[config.mk]
export PLATFORM = sky130hd
export DESIGN_NAME = sgmii_tx_rate_adapt
export DESIGN_NICKNAME = d
export VERILOG_FILES = /design/src/rtl/sgmii_pkg.sv /design/src/rtl/sgmii_rep_counter.sv /design/src/rtl/sgmii_tx_rate_adapt.sv
export SDC_FILE = /design/constraint.sdc
export NUM_CORES = 1
export LEC_CHECK = 0
export CELL_PAD_IN_SITES_DETAIL_PLACEMENT = 0
export CELL_PAD_IN_SITES_GLOBAL_PLACEMENT = 1
export CORE_MARGIN = 1
export CORE_UTILIZATION = 40
export CTS_BUF_LIST = sky130_fd_sc_hd__clkbuf_16
export DETAILED_ROUTE_END_ITERATION = 10
export GPL_TIMING_DRIVEN = 0
export PLACE_DENSITY = 0.84
export SYNTH_ARGS = -nofsm -noshare
export SYNTH_HDL_FRONTEND = slang
export SYNTH_SLANG_ARGS = --single-unit
export TNS_END_PERCENT = 50
[constraint.sdc]
create_clock -name clk -period 3.3 [get_ports clk]
set_input_delay 0.495 -clock clk [delete_from_list [all_inputs] [get_ports clk]]
set_output_delay 0.495 -clock clk [all_outputs]
set_load 0.02 [all_outputs]
[src/rtl/sgmii_pkg.sv]
// rtl/sgmii_pkg.sv - shared rate/state encodings for the SGMII transmit rate adapter
package sgmii_pkg;

    localparam logic [1:0] RATE_10M  = 2'b00;
    localparam logic [1:0] RATE_100M = 2'b01;
    localparam logic [1:0] RATE_1G   = 2'b10;

    localparam logic [7:0] IDLE_BYTE = 8'h00;

    typedef enum logic {
        ST_IDLE,
        ST_FRAME
    } state_t;

    // The reserved encoding runs at gigabit timing.
    function automatic logic [1:0] map_rate(input logic [1:0] rate);
        return (rate == 2'b11) ? RATE_1G : rate;
    endfunction

endpackage

[src/rtl/sgmii_rep_counter.sv]
// rtl/sgmii_rep_counter.sv - byte replication counter, flags the last repetition
module sgmii_rep_counter
    import sgmii_pkg::*;
#(
    parameter int REP_100M = 10,
    parameter int REP_10M  = 100,
    parameter int CNT_W    = 7
) (
    input  logic       clk,
    input  logic       rst_n,
    input  logic       load,
    input  logic [1:0] rate,
    output logic       last
);

    logic [CNT_W-1:0] cnt;
    logic [CNT_W-1:0] rep_m1;

    always_comb begin
        rep_m1 = '0;
        case (rate)
            RATE_10M:  rep_m1 = CNT_W'(REP_10M - 1);
            RATE_100M: rep_m1 = CNT_W'(REP_100M - 1);
            default:   rep_m1 = '0;
        endcase
    end

    always_ff @(posedge clk or negedge rst_n) begin
        if (!rst_n) begin
            cnt <= '0;
        end else if (load) begin
            cnt <= rep_m1;
        end else if (cnt != '0) begin
            cnt <= cnt - 1'b1;
        end
    end

    assign last = (cnt == '0);

endmodule

[src/rtl/sgmii_tx_rate_adapt.sv]
// rtl/sgmii_tx_rate_adapt.sv - GMII-to-PCS transmit rate adapter (1G/100M/10M byte replication)
// Optional statistics counters enabled by SGMII_TX_RATE_ADAPT_STATS_EN.
module sgmii_tx_rate_adapt
    import sgmii_pkg::*;
#(
    parameter int REP_100M = 10,
    parameter int REP_10M  = 100,
    parameter int CNT_W    = 7
) (
    input  logic        clk,
    input  logic        rst_n,
    input  logic [1:0]  operational_rate,
    input  logic [7:0]  in_data,
    input  logic        in_en,
    input  logic        in_er,
    input  logic        in_valid,
    output logic        in_ready,
    output logic [7:0]  out_data,
    output logic        out_en,
    output logic        out_er,
    output logic [1:0]  rate_active,
    output logic        underrun
`ifdef SGMII_TX_RATE_ADAPT_STATS_EN
    ,
    output logic [15:0] frame_count,
    output logic [7:0]  underrun_count
`endif
);

    state_t     state;
    state_t     state_nxt;
    logic       ready_en;
    logic       cnt_last;
    logic       xfer;
    logic       starve;
    logic       sample_rate;
    logic [1:0] rate_eff;

    // Held low through reset and the first cycle after it, so in_ready reads 0 in reset.
    always_ff @(posedge clk or negedge rst_n) begin
        if (!rst_n) ready_en <= 1'b0;
        else        ready_en <= 1'b1;
    end

    assign in_ready    = ready_en & cnt_last;
    assign xfer        = in_valid & in_ready;
    assign starve      = in_ready & ~in_valid & (state == ST_FRAME);
    assign sample_rate = (state == ST_IDLE) & cnt_last;
    // A frame-starting byte must use the rate sampled on its own accept cycle.
    assign rate_eff    = sample_rate ? map_rate(operational_rate) : rate_active;

    sgmii_rep_counter #(
        .REP_100M (REP_100M),
        .REP_10M  (REP_10M),
        .CNT_W    (CNT_W)
    ) u_rep_counter (
        .clk   (clk),
        .rst_n (rst_n),
        .load  (xfer | starve),
        .rate  (rate_eff),
        .last  (cnt_last)
    );

    always_ff @(posedge clk or negedge rst_n) begin
        if (!rst_n) state <= ST_IDLE;
        else        state <= state_nxt;
    end

    always_comb begin
        state_nxt = state;
        if (xfer) begin
            if (state == ST_IDLE && in_en)       state_nxt = ST_FRAME;
            else if (state == ST_FRAME && !in_en) state_nxt = ST_IDLE;
        end
    end

    always_ff @(posedge clk or negedge rst_n) begin
        if (!rst_n) begin
            out_data    <= IDLE_BYTE;
            out_en      <= 1'b0;
            out_er      <= 1'b0;
            rate_active <= RATE_1G;
            underrun    <= 1'b0;
        end else begin
            underrun <= starve;
            if (sample_rate) rate_active <= map_rate(operational_rate);
            if (xfer) begin
                out_data <= in_data;
                out_en   <= in_en;
                out_er   <= in_er;
            end else if (starve) begin
                out_data <= IDLE_BYTE;
                out_en   <= 1'b1;
                out_er   <= 1'b1;
            end else if (sample_rate) begin
                out_data <= IDLE_BYTE;
                out_en   <= 1'b0;
                out_er   <= 1'b0;
            end
        end
    end

`ifdef SGMII_TX_RATE_ADAPT_STATS_EN
    always_ff @(posedge clk or negedge rst_n) begin
        if (!rst_n) begin
            frame_count    <= 16'h0000;
            underrun_count <= 8'h00;
        end else begin
            if (state == ST_IDLE && state_nxt == ST_FRAME) frame_count <= frame_count + 16'h0001;
            if (starve && underrun_count != 8'hFF)        underrun_count <= underrun_count + 8'h01;
        end
    end
`endif

endmodule

==> metrics.md <==
| Metric | Value |
|---|---|
| Lkg Pwr | `0.628 nW` |
| HPWL after DPL | `1.82 mm` |
| DR top layer | `met4` |
| Multi-input combinational cell area | `approximately 530 um2` |
| 1st-iter DRT viols | `13` |
| Synth async-reset ratio | `100%` |
| Fin crit period | `~3 ns` |
| FF+latch area | `552 um2` |
| Min Hold Slack | `0.497 ns` |
| Die H | `54.9 um` |
| Final period utilization | `about nine tenths` |
| Vias in the first global route | `822` |
| Fillers | `223` |
| Mapped Area | `0.00112 mm2` |
| WS Path Type | `flip-flop to output port` |
| IR drop worst, VDD | `~0.3 mV` |
| Top cells by count, synth | `dfrtp_1 (21), a22o_1 (8), o21ai_0 (7)` |
| Status | `complete, no violations` |
| H-tree Lvls | `1` |
| Clock Pin Slew Worst Setup and Hold Paths | `0.06 ns` |
| Relative max-transition margin | `34.2%` |
| Master of the slowest instance on the critical path | `nor3_1` |
| Post-Route Skew | `about 0.0045 ns` |
| Metal3 WL | `approximately 85 um` |
| Seq/Total Area, Yosys | `49.3%` |
| Final #Nets | `146` |
| Antenna cells | `0` |
| Top-area cell type share of the netlist area | `47.0%` |
| Placer Congestion | `0.814` |
| Share of layout cells above drive strength 1 | `12.5%` |
| Drt pass-1 iters | `4` |
| CTS buffer count | `3` |
| PortBufs | `28` |
| Global route overflow | `0` |
| Hold buffers post-CTS | `0` |
| CTS Sinks | `22` |
| Req. time, crit path | `2.80 ns` |
| Max Clk Rate | `between 300 and 400 MHz` |
| Worst skew pair latency | `0.25 ns` |
| Setup violations, final | `0` |
| Die Wd | `54.9 um` |
| Clock buffer depth | `2` |
| Avg WL per Cell | `15.9 um` |
| Post-CTS Setup Bufs | `0` |
| Yosys warnings | `0` |
| DRC Markers | `0` |
| Initial Util | `43.6%` |
| Detail Route met2 WL | `1.16 mm` |
| Routed Wire Length | `2.51 mm` |
| Hold Path Class | `flip-flop to flip-flop` |
| Met1 wire length | `1.25 mm` |
| Final hold vios | `0` |
| ANT nets after route | `0` |
| Clk root buf | `clkbuf_16` |
| R2R depth | `6` |
| CP max stage delay | `roughly 0.71 ns` |
| Dominant synthesized flop cell | `dfrtp_1` |
| Final std cells w/o fill | `158` |
| Pin count of the biggest net entering global routing | `23` |
| Layout area overhead | `38.3%` |
| Total power draw | `~640 uW` |
| DR vias | `898` |
| Post-synth EDFFs | `0` |
| Netlist cell types | `39` |
| CTS resizes | `0` |
| Net Count, Synth | `roughly 110` |
| Max-cap violation count | `0` |
| Via density | `approximately 5.7` |
| WHS Path Cells | `1` |
| First-pass GRT wire length | `4.02 mm` |
| Cells after DPL | `approximately 150` |
| Count leader, synth | `dfrtp_1` |
| Final slew viol count | `0` |
| Synthesized area per cell | `11.7 um2` |
| Ports | `29` |
| Unrepaired setup endpoints after global routing | `false` |
| GR Util All Layers | `19.1%` |
| Setup TNS | `0 ns` |
| Post-Syn Instances | `96` |
| CTS tree | `built` |
| Worst path cell trace | `nor3_1, nand2_1, nor2_1, clkdlybuf4s50_1` |
| Area leader, netlist | `dfrtp_1` |
| Num rows | `18` |
| Critical-path maximum fanout | `7` |
| Worst Setup Start Kind | `flip-flop` |
| Synth area leaders | `dfrtp_1 (47%), a22o_1 (6.3%), o21ai_0 (3.1%)` |
| Area of the die | `about 0.0030 mm2` |
| Initial antenna violation count | `0` |
| Synthesis-stage register bit count | `22` |
| Worst Tran Pin Value | `0.984 ns` |
| CP Data Arrival Time | `2.47 ns` |
| Core area | `between 0.002 and 0.003 mm2` |
| Setup crit end kind | `output port` |
| Power Density | `between 400 and 500 mW/mm2` |
==> area by class of cell <==
| class | count | share of cell area (%) |
|---|---|---|
| Sequential cell | 22 | 35.7 |
| Tap cell | 30 | 2.43 |
| Buffer | 3 | 1.70 |
| Inverter | 5 | 1.21 |
| Clock buffer | 3 | 4.85 |
| Clock inverter | 1 | 1.94 |
| Timing Repair Buffer | 28 | 18.1 |
| Multi-Input combinational cell | 66 | 34.1 |
==> cell usage in the layout, fill, tap and decap left out, drive strengths merged <==
master | netlist | routed
clkdlybuf4s50 | 0 | 28
dfrtp | 21 | 21
a22o | 8 | 8
o21ai | 7 | 7
nor3 | 6 | 6
inv | 5 | 5
nor4 | 4 | 4
nor3b | 4 | 4
clkbuf | 1 | 4
mux2 | 3 | 3
o211ai | 3 | 3
buf | 2 | 2
nand2 | 2 | 2
nor2 | 2 | 2
nand3 | 2 | 2
mux2i | 2 | 2
nand2b | 2 | 2
o41ai | 2 | 2
a21boi | 2 | 2
a221o | 2 | 2
ha | 2 | 2
nor2b | 1 | 1
or3 | 1 | 1
or3b | 1 | 1
nor4b | 1 | 1
o31ai | 1 | 1
xnor2 | 1 | 1
and3b | 1 | 1
o21a | 1 | 1
o2111ai | 1 | 1
o22ai | 1 | 1
a211oi | 1 | 1
or2b | 1 | 1
bufinv | 0 | 1
dfstp | 1 | 1
conb | 1 | 1
==> logic make-up after synthesis <==
logic type | Yosys count | share of synthesized area, %
AO/OA/AOI/OAI | 29 | 19.9
XOR/XNOR | 1 | 0.783
AND/OR/NAND/NOR | 28 | 18.6
multiplexers | 5 | 4.81
flip-flops | 22 | 49.3
other | 1 | 0.335
adder cells (fa/ha/maj) | 2 | 2.24
buffers and inverters | 8 | 4.03
==> layer usage <==
layer,GRT usage (%),vias to the layer above
li1,-,437
met1,27.5,441
met2,28.9,18
met3,2.78,2
met4,6.41,0
met5,0,-
==> sequential cells by signal, summed over array words and instances (netlist names) <==
register,count
out_data,8
u_rep_counter.cnt,7
rate_active,2
out_en,1
out_er,1
ready_en,1
state,1
underrun,1
==> final timing paths <==
kind	from	endpoint	slack, ns
max	u_rep_counter.cnt[3]	in_ready	0.33
min	out_data[5]	out_data[5]	0.50
max reg2reg	u_rep_counter.cnt[0]	state	1.30
min reg2reg	out_data[5]	out_data[5]	0.50
max in group asynchronous	rst_n	rate_active[0]	1.91
min in group asynchronous	rst_n	u_rep_counter.cnt[3]	0.79
==> critical path, delay by kind of cell (launching register included) <==
kind,cells,cell delay [ns]
buffers and inverters,1,0.62
AND/OR/NAND/NOR,3,1.18
flip-flops,1,0.42
==> through the flow <==
step | util, % | worst slack, ns | cell area (um2)
floorplan | - | 1.17 | 1120
global placement | 55.9 | 0.336 | 1440
detailed placement | 55.9 | 0.373 | 1440
CTS | 60.0 | 0.0716 | 1540
global route | 60.2 | 0.143 | 1550
finish | 60.2 | 0.331 | 1550
==> power by group <==
group          total (mW)  switching [mW]  internal (mW)
clock               0.336          0.0951          0.241
combinational      0.0317          0.0140         0.0177
sequential          0.272         0.00124          0.270
total               0.639           0.110          0.529
Power figures use the tool's default switching activity.
